**src/rtl/constant_addition_sequencer.sv**
```systemverilog
// Ascon round sequencer: holds the 320-bit state and the round counter, and XORs the round
// constant into word x2 ahead of the external substitution and diffusion layers.
module constant_addition_sequencer #(
    parameter int unsigned MAX_ROUNDS = 12,
    parameter int unsigned RC_WORD    = 2
) (
    input  logic         clock_i,
    input  logic         reset_i,
    input  logic         start_i,
    input  logic [3:0]   rounds_i,
    input  logic [319:0] state_i,
    input  logic [319:0] round_result_i,
    output logic [319:0] add_o,
    output logic [3:0]   round_o,
    output logic         busy_o,
    output logic         done_o,
    output logic [319:0] state_o
);

    localparam int unsigned WORD_W    = 64;
    localparam int unsigned NUM_WORDS = 5;
    localparam int unsigned STATE_W   = WORD_W * NUM_WORDS;
    localparam int unsigned CNT_W     = 4;
    localparam int unsigned RC_W      = 8;
    // x0 occupies the most significant word, so word k starts at bit (4-k)*64
    localparam int unsigned RC_LSB    = (NUM_WORDS - 1 - RC_WORD) * WORD_W;

    typedef enum logic [1:0] {
        S_IDLE = 2'd0,
        S_RUN  = 2'd1,
        S_DONE = 2'd2
    } fsm_t;

    fsm_t               fsm_q, fsm_d;
    logic [STATE_W-1:0] state_q, state_d;
    logic [STATE_W-1:0] out_q, out_d;
    logic [CNT_W-1:0]   round_q, round_d;
    logic               busy_q, busy_d;
    logic               done_q, done_d;

    logic [CNT_W-1:0]   n_c;
    logic [CNT_W-1:0]   i0_c;
    logic               last_c;
    logic [RC_W-1:0]    rc_c;
    logic [STATE_W-1:0] add_c;

    // Round count clamp and the table index the run starts from
    always_comb begin
        n_c = rounds_i;
        if (rounds_i > CNT_W'(MAX_ROUNDS)) begin
            n_c = CNT_W'(MAX_ROUNDS);
        end
        i0_c = CNT_W'(MAX_ROUNDS) - n_c;
    end

    assign last_c = (round_q == CNT_W'(MAX_ROUNDS - 1));
    assign rc_c   = {4'hF - round_q, round_q};

    // Constant addition only applies while rounds are executing
    always_comb begin
        add_c = state_q;
        if (fsm_q == S_RUN) begin
            add_c[RC_LSB +: RC_W] = state_q[RC_LSB +: RC_W] ^ rc_c;
        end
    end

    always_comb begin
        fsm_d   = fsm_q;
        state_d = state_q;
        out_d   = out_q;
        round_d = round_q;
        busy_d  = 1'b0;
        done_d  = 1'b0;
        unique case (fsm_q)
            S_IDLE, S_DONE: begin
                fsm_d = S_IDLE;
                if (start_i) begin
                    state_d = state_i;
                    if (n_c != '0) begin
                        fsm_d   = S_RUN;
                        round_d = i0_c;
                        busy_d  = 1'b1;
                    end else begin
                        fsm_d  = S_DONE;
                        out_d  = state_i;
                        done_d = 1'b1;
                    end
                end
            end
            S_RUN: begin
                state_d = round_result_i;
                if (last_c) begin
                    fsm_d  = S_DONE;
                    out_d  = round_result_i;
                    done_d = 1'b1;
                end else begin
                    round_d = round_q + CNT_W'(1);
                    busy_d  = 1'b1;
                end
            end
            default: begin
                fsm_d = S_IDLE;
            end
        endcase
    end

    always_ff @(posedge clock_i or posedge reset_i) begin
        if (reset_i) begin
            fsm_q   <= S_IDLE;
            state_q <= '0;
            out_q   <= '0;
            round_q <= '0;
            busy_q  <= 1'b0;
            done_q  <= 1'b0;
        end else begin
            fsm_q   <= fsm_d;
            state_q <= state_d;
            out_q   <= out_d;
            round_q <= round_d;
            busy_q  <= busy_d;
            done_q  <= done_d;
        end
    end

    assign add_o   = add_c;
    assign round_o = round_q;
    assign busy_o  = busy_q;
    assign done_o  = done_q;
    assign state_o = out_q;

endmodule

```
**config.mk**
```make
export PLATFORM = sky130hd
export DESIGN_NAME = constant_addition_sequencer
export DESIGN_NICKNAME = d
export VERILOG_FILES = /design/src/rtl/constant_addition_sequencer.sv
export SDC_FILE = /design/constraint.sdc
export NUM_CORES = 1
export LEC_CHECK = 0
export ABC_AREA = 1
export BUFFER_PORTS_ARGS = -buffer_cell sky130_fd_sc_hd__buf_2
export CORE_AREA = 2 2 505 507
export CTS_CLUSTER_SIZE = 8
export DETAILED_ROUTE_END_ITERATION = 10
export DIE_AREA = 0 0 507 509
export SKIP_CTS_REPAIR_TIMING = 1
export SYNTH_ARGS = -nofsm -noshare
export SYNTH_HDL_FRONTEND = slang
export SYNTH_SLANG_ARGS = --single-unit
```
**constraint.sdc**
```tcl
create_clock -name clock_i -period 58.4 [get_ports clock_i]
set_input_delay 11.68 -clock clock_i [delete_from_list [all_inputs] [get_ports clock_i]]
set_output_delay 11.68 -clock clock_i [all_outputs]
set_load 0.02 [all_outputs]
```
==> impl_results.md, run 1 <==
- DP HPWL: 164200 µm
- Nets: 5371
- DRT Pass-1 Iters: 6
- Synthesized flop and latch total: 648
- RSZ-0062 raised after global routing: no
- Leading area contributor after synthesis: dfrtp_1
- Status: finished, final reports clean
- Row cnt: 185
- VDD IR max: 0.02787 mV
- Library cells used by synthesis: 21
- Routed vias/inst: 3.741
- Final core utilization: 0.1641
- Longest Clk Path Bufs: 3
- Register area share after synthesis: 0.5252
- Post-synth top flop: dfrtp_1
- Slew Limit Headroom: 0.1660
- Power per standard cell area: 65.94 nW/µm²
- Fin worst setup slack: 43600 ps
- Die Y-Extent: 509 µm
- Largest cells by area after synthesis: dfrtp_1 (53%), nand2_1 (20%), buf_4 (8.1%), a31oi_1 (6.3%), nand3_1 (5.3%)
- Worst EP arrival: 15440 ps
- Count of final setup violators: 0
- I/O Pins: 1293
- Setup WS pre-CTS: 42770 ps
- Fraction of layout cells with a size suffix above 1: 0.3068
- Hold WC Path Type: flip-flop to flip-flop
- Drt total wl: 199700 µm
- Pin count of the biggest net entering global routing: 178
- CTS buffer count: 95
- Synth top area share: 0.5252
- PortBufs: 1292
- DP Cell Count: 7991
- Post-synth top cells: nand2_1 (1639), dfrtp_1 (648), buf_4 (334), nand3_1 (328), nor2_1 (318)
- Worst EP required: 59040 ps
- Iteration-0 DRC Markers: 2385
- Most frequent cell after synthesis: nand2_1
- Register clock-pin slew on the reported worst setup and hold paths: 50 ps
- CP max FO: 59
- Remaining design rule violation count: 0
- Final Non-Filler Cells: 8221
- FF-to-FF End: state_q[185]
- Die width: 507 µm
- Starting density of the core: 0.1222
- Reg2reg setup slack: 53940 ps
- Clk Latency, worst-skew pair: 730 ps
- Vias in the first global route: 29440
- Fmax: 0.06758 GHz
- Total global-route track usage: 0.1484
- Crit end category: flip-flop
- Cell area after synthesis: 30880 µm²
- Pleak: 21.61 nW
- Max Cap Viol: 0
- Hold EP: state_o[149]
- Post-synth EDFFs: 0
- Final clock skew: 33.14 ps
- Die ar.: 258100 µm²
- Clk root buf: clkbuf_16
- YS warnings: 0
- TritonCTS clock tree: built
- Min cycle time layout: 14800 ps
- Mean Syn Cell Area: 8.020 µm²
- Post-DP Area: 38510 µm²
- Min-delay src: state_o[149]
- H-tree depth: 3
- Global-route wire length before repair: 261200 µm
- CP startpoint kind: primary input
- Final instance area: 41470 µm²
- Post-synth ARST share: 1.000
- Worst r2r src: fsm_q[1]
- Cells on worst reg2reg path: 8
- Synth Net Count: 4499
- Via count: 30760
- Slew @ Worst Pin: 1251 ps
- Antenna violations before repair: 150
- Max-slew violation count: 0
- Post-DR wirelength/cell: 24.29 µm
- Crit share post-route: 0.2534
- Hold Path Stages: 2
- Post-route ant nets: 0
- Total Neg Setup Slack: 0 ps
- # clock sinks: 648
- GPL Wtd Cong: 0.9351
- GRT overflow: 0
- Core box area: 252800 µm²
- Crit Path Class: primary input to flip-flop
- Final number of hold-violating endpoints: 0
- Area growth from synthesis to layout: 34.31%
- Post-Synthesis Cells: 3850
==> layer usage <==
layer	GRT usage	up-vias	wire length, µm
met5	0	-	455
met4	0.07566	68	10780
met3	0.08281	404	26880
met2	0.2317	1568	88580
met1	0.1605	14760	73030
li1	-	13960	-
==> layout by cell type (no fill, tap or decap), types with 3 or more instances in the layout <==
| master | n |
|---|---|
| nand3_1 | 328 |
| nand2_4 | 3 |
| nand2_1 | 1636 |
| inv_1 | 16 |
| clkinv_2 | 3 |
| clkbuf_8 | 4 |
| buf_2 | 1292 |
| buf_12 | 4 |
| diode_2 | 112 |
| buf_4 | 38 |
| clkbuf_16 | 96 |
| a31oi_1 | 313 |
| o21ai_0 | 10 |
| xor2_1 | 8 |
| nor2_1 | 318 |
| clkbuf_1 | 5 |
| dfrtp_1 | 648 |
==> sequential cells by signal, indices dropped and copies added, names as in the netlist <==
signal and cells:
state_o 320, state_q 320, round_o 4, fsm_q 2, busy_o 1, done_o 1
==> worst max path at each step <==
| stage | from | to | slack, ps | cells after the start |
|---|---|---|---|---|
| floorplan | reset_i | busy_o | 28560 | 1 |
| global placement | reset_i | state_o[0] | 42800 | 6 |
| detailed placement | reset_i | state_o[312] | 42770 | 6 |
| CTS | fsm_q[0] | add_o[128] | 43560 | 6 |
| global route | reset_i | state_q[313] | 43180 | 6 |
| finish | rounds_i[2] | state_o[221] | 43600 | 13 |
==> stage by stage <==
step,hold WS [ps],power [mW]
final,499.2,2.734
after global routing,515.4,2.909
after CTS,501.2,2.779
after detailed placement,487.6,2.225
after global placement,483.4,2.217
after floorplan,514.4,1.707
==> kinds of logic (layout without fill, tap and decap cells) <==
group                    Yosys count  count (layout)  share of synthesized area
other                              0             112                          0
XOR/XNOR                           8               8                   0.002269
buffers and inverters            577            1470                     0.1140
AO/OA/AOI/OAI                    326             326                    0.06560
adder cells (fa/ha/maj)            2               2                  0.0008103
flip-flops                       648             648                     0.5252
AND/OR/NAND/NOR                 2289            2289                     0.2922
==> worst max-delay path, stage by stage <==
cell and delay [ps]:
buf_2 120, a21boi_0 360, inv_1 90, ha_1 230, inv_1 60, nor2_1 50, nand4_1 130, buf_4 410
buf_4 550, buf_4 630, buf_4 640, nand3_1 160, nand2_1 110
==> power breakdown <==
part	switching [mW]	leakage, nW	internal [mW]
clock network	0.232	1.31	0.306
logic	1.03	12.4	0.359
registers	0.131	7.89	0.677
==> cell type report <==
class | instances | area (µm²)
diodes | 112 | 280.3
inverters | 18 | 75.07
clock inverters | 13 | 207.7
flip-flops and latches | 648 | 16220
repair buffers | 1334 | 6832
multi-input cells | 2625 | 11170
well taps | 3366 | 4212
fillers | 29030 | 211300
clock buffers | 105 | 2476
Note: power is estimated with default switching activity, not from simulation.
==> run 2: changes to the inputs <==
--- a/config.mk
+++ b/config.mk
@@ -5,12 +5,12 @@
 export SDC_FILE = /design/constraint.sdc
 export NUM_CORES = 1
 export LEC_CHECK = 0
-export ABC_AREA = 1
+export ABC_AREA = 0
 export BUFFER_PORTS_ARGS = -buffer_cell sky130_fd_sc_hd__buf_2
-export CORE_AREA = 2 2 505 507
+export CORE_AREA = 2 2 502 504
 export CTS_CLUSTER_SIZE = 8
 export DETAILED_ROUTE_END_ITERATION = 10
-export DIE_AREA = 0 0 507 509
+export DIE_AREA = 0 0 504 506
 export SKIP_CTS_REPAIR_TIMING = 1
 export SYNTH_ARGS = -nofsm -noshare
 export SYNTH_HDL_FRONTEND = slang
==> constraint.sdc (replaced) <==
create_clock -name clock_i -period 14.35 [get_ports clock_i]
set_input_delay 2.87 -clock clock_i [delete_from_list [all_inputs] [get_ports clock_i]]
set_output_delay 2.87 -clock clock_i [all_outputs]
set_load 0.02 [all_outputs]
==> run 2 against run 1 <==
Net effect:
- largest power group unchanged
- synthesized cell count fell by 27%
- synthesized area fell by 6.9%
- total power rose to 4.1 times the previous value
- worst setup slack got worse by 35000 ps
- sequential power rose to 4.1 times the previous value
- clock power rose to 4.1 times the previous value
- clock skew rose by 6.4 ps
- global-route usage rose by 0.46 points
- final cell count fell by 13%
- first-iteration DRC count fell by 31%
- critical path depth fell by 3
- utilization fell by 0.67 points
==> impl_results.md, run 2 <==
- Library cells used by synthesis: 30 (+43%)
- DRT Pass-1 Iters: 5 (-1)
- H-tree depth: 3 (unchanged)
- Nets: 4377 (-19%)
- PortBufs: 1292 (unchanged)
- Min cycle time layout: 6193 ps
- Clk Latency, worst-skew pair: 720 ps (about the same)
- Post-synth ARST share: 1.000 (unchanged)
- YS warnings: 0 (unchanged)
- Cell area after synthesis: 28760 µm² (-6.9%)
- DP HPWL: 172400 µm (+5.0%)
- Power per standard cell area: 282.7 nW/µm² (+330%)
- Die width: 504 µm (-0.59%)
- Synth top area share: 0.5638 (+0.03868)
- Post-Synthesis Cells: 2795 (-27%)
- Synthesized flop and latch total: 648 (unchanged)
- Crit end category: flip-flop
- Met1 Routed Length: 72310 µm (-0.99%)
- Gate power share: 0.500 (-0.008)
- Pleak: 18.41 nW (-15%)
- Met3 wire length: 34120 µm (+27%)
- TritonCTS clock tree: built
- Synth Net Count: 3444 (-23%)
- Slew @ Worst Pin: 1133 ps (-118.0 ps)
- # clock sinks: 648 (unchanged)
- I/O Pins: 1293 (unchanged)
- Post-synth EDFFs: 0 (unchanged)
- Drt total wl: 201900 µm (+1.1%)
- Met2 WL: 87490 µm (-1.2%)
- # fillers: 28420 (-2.1%)
- Via count: 25250 (-18%)
- Leading area contributor after synthesis: dfrtp_1
- Max Cap Viol: 0 (unchanged)
- Seq pwr share: 0.300 (+0.004)
- Total global-route track usage: 0.1529 (+0.004590)
- Vias in the first global route: 24970 (-15%)
- Crit Path Class: primary input to flip-flop
- Fmax: 0.1615 GHz
- Register area share after synthesis: 0.5638 (+0.03868)
- Post-route ant nets: 0 (unchanged)
- Top routing layer in use: met5
- Die ar.: 255000 µm² (-1.2%)
- Setup WS pre-CTS: 7555 ps (-35210 ps)
- Area of the multi-input gates: 9181 µm² (-18%)
- Worst EP arrival: 6730 ps (-8710 ps)
- Hold WC Path Type: flip-flop to flip-flop
- Total Power: 11.12 mW (+310%)
- Final clock skew: 39.58 ps (+6.441 ps)
- CTS buffer count: 96 (+1.1%)
- Longest Clk Path Bufs: 3 (unchanged)
- CP startpoint kind: primary input
- VDD IR max: 0.1613 mV (+480%)
- Clock share of power: 0.200 (+0.003)
- Pin count of the biggest net entering global routing: 189 (+6.2%)
- Post-DR wirelength/cell: 28.13 µm (+16%)
- Max-slew violation count: 0 (unchanged)
- Flip-flop and latch area: 16220 µm² (unchanged)
- Core box area: 250000 µm² (-1.1%)
- Largest cells by area after synthesis: dfrtp_1 (56%), mux2i_1 (11%), buf_4 (8.7%), a21oi_1 (5.6%), o21ai_0 (5.6%)
- GPL Wtd Cong: 0.9899 (+5.9%)
- Starting density of the core: 0.1150 (-0.007130)
- Final number of hold-violating endpoints: 0 (unchanged)
- GRT overflow: 0 (unchanged)
- Iteration-0 DRC Markers: 1644 (-31%)
- Register clock-pin slew on the reported worst setup and hold paths: 50 ps (about the same)
- NetSw: 5.535 mW (+300%)
- Fin worst setup slack: 8157 ps (-35450 ps)
- Mean Syn Cell Area: 10.29 µm² (+28%)
- Worst EP required: 14890 ps (-44150 ps)
- Clk root buf: clkbuf_16
- Crit share post-route: 0.4316
- CP max FO: 105 (+78%)
- Antenna violations before repair: 216 (+44%)
- Status: finished, final reports clean
- Remaining design rule violation count: 0 (unchanged)
- Routed vias/inst: 3.517 (-6.0%)
- Count of final setup violators: 0 (unchanged)
- Slew Limit Headroom: 0.2230 (+0.05709)
- Most common cell after layout, fill and taps aside: buf_2
- Most frequent cells in the layout: buf_2 (1292), dfrtp_1 (648), nand2_1 (330)
- Post-synth top cells: dfrtp_1 (648), buf_4 (334), nand2_1 (330), nor2_1 (326), a21oi_1 (323)
- Switching portion of total power: 0.4976 (-0.01147)
- RSZ-0062 raised after global routing: no
- Internal: 5.588 mW (+320%)
- Fraction of layout cells with a size suffix above 1: 0.3854 (+0.07858)
- Most frequent cell after synthesis: dfrtp_1
- Die Y-Extent: 506 µm (-0.59%)
- Area growth from synthesis to layout: 36.82%
- Global-route wire length before repair: 257100 µm (-1.5%)
- Post-synth top flop: dfrtp_1
- Final core utilization: 0.1574 (-0.006685)
- Total Neg Setup Slack: 0 ps (unchanged)
- Row cnt: 184 (-0.54%)
-- run 2: cell count changes after synthesis, moves of 79 or more --
cell / previous run / this run
nand2_1: 1639 / 330
nand3_1: 328 / 2
a21oi_1: 1 / 323
mux2i_1: 0 / 320
a31oi_1: 313 / 0
o21ai_0: 10 / 322
clkbuf_1: 113 / 34
-- run 2: through the flow --
stage / cells / area (µm²) / hold slack (ps)
4_1_cts: 7103 / 39160 / 477.0
2_1_floorplan: 2795 / 28760 / 450.8
5_1_grt: 7124 / 39210 / 494.8
6_report: 7179 / 39350 / 471.1
3_5_place_dp: 6978 / 36380 / 465.2
3_3_place_gp: 6978 / 36380 / 456.8
-- run 2: critical path, cell delays in order --
cell and delay [ps]:
buf_2 110, nand2_1 70, nand2_1 110, ha_1 190, or3b_1 490, o22ai_4 400
buf_4 510, buf_4 640, buf_4 870, a21oi_1 180
-- run 2: cell families after synthesis --
logic type | Yosys count | share of synthesized area
AND/OR/NAND/NOR | 667 | 0.08823
AO/OA/AOI/OAI | 655 | 0.1152
flip-flops | 648 | 0.5638
buffers and inverters | 493 | 0.1174
multiplexers | 320 | 0.1114
XOR/XNOR | 10 | 0.003045
adder cells (fa/ha/maj) | 2 | 0.0008700
-- run 2: power groups by stage --
stage	combinational, mW	sequential [mW]	clock [mW]
2_1_floorplan	3.18	3.79	0
3_3_place_gp	5.63	3.33	0
3_5_place_dp	5.69	3.36	0
4_1_cts	5.69	3.35	2.31
5_1_grt	5.98	3.46	2.37
6_report	5.56	3.34	2.22
-- run 2: routing by layer --
metal  up-vias  track usage
met2      1519       0.2337
met5         -            0
li1      11020            -
met3       488       0.1134
met4       154      0.05018
met1     12060       0.1628
-- run 2: final timing paths --
kind / from / to / slack [ps] / cells past startpoint
worst max-delay path: rounds_i[2] / state_o[104] / 8160 / 10
worst min-delay path: state_q[216] / state_q[216] / 470 / 2
worst max register to register: round_o[0] / state_o[104] / 9920 / 7
worst min register to register: state_q[216] / state_q[216] / 470 / 2
max in group asynchronous: reset_i / state_q[79] / 8830 / 5
min in group asynchronous: reset_i / state_q[232] / 2310 / 2
-- run 2: final cells by class --
class | count | area share
Clock inverter | 16 | 0.006996
Inverter | 2 | 0.0002862
Timing Repair Buffer | 1326 | 0.1724
Clock buffer | 109 | 0.06357
Tap cell | 3348 | 0.1065
Multi-Input combinational cell | 1654 | 0.2333
Antenna cell | 76 | 0.004833
Sequential cell | 648 | 0.4121
==> run 3: changes to the inputs <==
--- a/config.mk
+++ b/config.mk
@@ -5,12 +5,12 @@
 export SDC_FILE = /design/constraint.sdc
 export NUM_CORES = 1
 export LEC_CHECK = 0
-export ABC_AREA = 0
+export ABC_AREA = 1
 export BUFFER_PORTS_ARGS = -buffer_cell sky130_fd_sc_hd__buf_2
-export CORE_AREA = 2 2 502 504
+export CORE_AREA = 2 2 505 507
 export CTS_CLUSTER_SIZE = 8
 export DETAILED_ROUTE_END_ITERATION = 10
-export DIE_AREA = 0 0 504 506
+export DIE_AREA = 0 0 507 509
 export SKIP_CTS_REPAIR_TIMING = 1
 export SYNTH_ARGS = -nofsm -noshare
 export SYNTH_HDL_FRONTEND = slang
==> constraint.sdc (replaced) <==
create_clock -name clock_i -period 5.7 [get_ports clock_i]
set_input_delay 1.14 -clock clock_i [delete_from_list [all_inputs] [get_ports clock_i]]
set_output_delay 1.14 -clock clock_i [all_outputs]
set_load 0.02 [all_outputs]
==> run 3 against run 2 <==
Net effect:
- critical path depth down 4
- largest power group unchanged
- sequential power up 150%
- utilization up 0.72 points
- largest cell class unchanged
==> impl_results.md, run 3 (synthesis results as in run 1) <==
- Pin count of the biggest net entering global routing: 159 (-16%)
- Buf/Inv on CP: 3 (-1)
- VDD IR max: 0.3446 mV (+110%)
- Die ar.: 258100 µm² (+1.2%)
- H-tree depth: 3 (unchanged)
- CP max FO: 117 (+11%)
- Nets: 5374 (+23%)
- GPL Wtd Cong: 0.9448 (-4.6%)
- CTS buffer count: 95 (-1.0%)
- Hold WC Path Type: flip-flop to flip-flop
- Crit end category: output pin
- Worst EP required: 4560 ps (-10330 ps)
- Slew @ Worst Pin: 1134 ps (+0.6104 ps)
- GRT overflow: 0 (unchanged)
- Final number of hold-violating endpoints: 0 (unchanged)
- Core box area: 252800 µm² (+1.1%)
- CP startpoint kind: flip-flop
- Row cnt: 185 (+0.54%)
- Total global-route track usage: 0.1448 (-0.008183)
- Min cycle time layout: 3530 ps
- Slew Limit Headroom: 0.2442 (+0.02120)
- Post-DR wirelength/cell: 23.92 µm (-15%)
- Max-slew violation count: 0 (unchanged)
- Final clock skew: 52.31 ps (+12.73 ps)
- Most common cell after layout, fill and taps aside: nand2_1
- Slowest cell on crit path: dfrtp_1
- # clock sinks: 648 (unchanged)
- Final hold slack: 498.0 ps (+26.92 ps)
- Total Power: 27.98 mW (+150%)
- Status: finished, final reports clean
- Critical path's largest stage delay: 440 ps (-430 ps)
- TritonCTS clock tree: built
- Final core utilization: 0.1646 (+0.007195)
- Die width: 507 µm (+0.60%)
- Starting density of the core: 0.1222 (+0.007130)
- Antenna violations before repair: 133 (-38%)
- Most frequent cells in the layout: nand2_1 (1636), buf_2 (1292), dfrtp_1 (648)
- Area growth from synthesis to layout: 34.72%
- I/O Pins: 1293 (unchanged)
- Drt total wl: 195400 µm (-3.2%)
- Vias in the first global route: 29420 (+18%)
- Iteration-0 DRC Markers: 2454 (+49%)
- Global-route wire length before repair: 256100 µm (-0.40%)
- Via count: 30660 (+21%)
- Crit share post-route: 0.6194
- Max Cap Viol: 0 (unchanged)
- Count of final setup violators: 0 (unchanged)
- Clk Latency, worst-skew pair: 740 ps (+20 ps)
- Crit Path Class: flip-flop to output pin
- Cell family with most CP delay: buffers and inverters
- Register clock-pin slew on the reported worst setup and hold paths: 50 ps (about the same)
- Fmax: 0.2833 GHz
- Longest Clk Path Bufs: 3 (unchanged)
- Pleak: 21.71 nW (+18%)
- RSZ-0062 raised after global routing: no
- Worst EP arrival: 2390 ps (-4340 ps)
- Remaining design rule violation count: 0 (unchanged)
- PortBufs: 1292 (unchanged)
- Power per standard cell area: 672.6 nW/µm² (+140%)
- Total Neg Setup Slack: 0 ps (unchanged)
- DP HPWL: 158300 µm (-8.2%)
- Post-route ant nets: 0 (unchanged)
- CP cell instances: inv_2, nor2_4, buf_12, nand2_1, xor2_1, buf_2
- Routed vias/inst: 3.752 (+6.7%)
- Fraction of layout cells with a size suffix above 1: 0.3075 (-0.07789)
- DRT Pass-1 Iters: 8 (+3)
- Clk root buf: clkbuf_16
- Die Y-Extent: 509 µm (+0.59%)
==> run 3: cell types whose count changed in the layout (fill, tap and decap cells not counted), moves of 7 or more <==
| cell | change |
|---|---|
| nand2_1 | +1306 |
| nand3_1 | +326 |
| a21oi_1 | -322 |
| mux2i_1 | -320 |
| a31oi_1 | +313 |
| o21ai_0 | -312 |
| buf_12 | +16 |
| inv_1 | +15 |
| diode_2 | -14 |
| nor2_1 | -8 |
| clkbuf_1 | -7 |
==> run 3: tightest hold or removal path, delay by kind of cell, from the launching register on <==
kind             cells  cell delay (ps)
flip-flops           1              330
AND/OR/NAND/NOR      2              130
==> run 3: cell type report <==
cell class,count,area (µm²)
Inverter,18,71.32
Antenna cell,62,155.1
Tap cell,3366,4212
Timing Repair Buffer,1337,7067
Sequential cell,648,16220
Multi-Input combinational cell,2625,11170
Fill cell,29080,211200
Clock inverter,14,270.3
Clock buffer,100,2436
==> run 3: power breakdown <==
part | internal [mW] | switching (mW)
registers | 6.94 | 1.39
clock network | 3.11 | 2.37
logic | 3.76 | 10.4
==> run 3: worst paths after layout <==
path | from | end | slack (ps) | depth (start not counted)
setup / recovery | fsm_q[0] | add_o[133] | 2170 | 6
hold / removal | state_o[167] | state_o[167] | 500 | 2
setup reg to reg | round_o[0] | state_o[165] | 2380 | 8
hold reg to reg | state_o[167] | state_o[167] | 500 | 2
max in group asynchronous | reset_i | state_q[251] | 3840 | 4
min in group asynchronous | reset_i | state_o[104] | 520 | 2
==> run 3: per-stage QoR <==
stage	instance area (µm²)	cells	worst slack, ps
CTS	41440	8108	2027
detailed placement	38740	7994	1994
floorplan	30880	3850	-4295
global route	41540	8147	2017
global placement	38740	7994	2064
finish	41600	8170	2170
==> run 3: per-layer routing <==
layer | part of all wire | vias to the layer above | global-route usage
met2 | 0.43 | 1598 | 0.2188
met1 | 0.38 | 14730 | 0.1630
met5 | 0.0022 | - | 0
li1 | - | 13880 | -
met4 | 0.051 | 60 | 0.06936
met3 | 0.14 | 386 | 0.08276
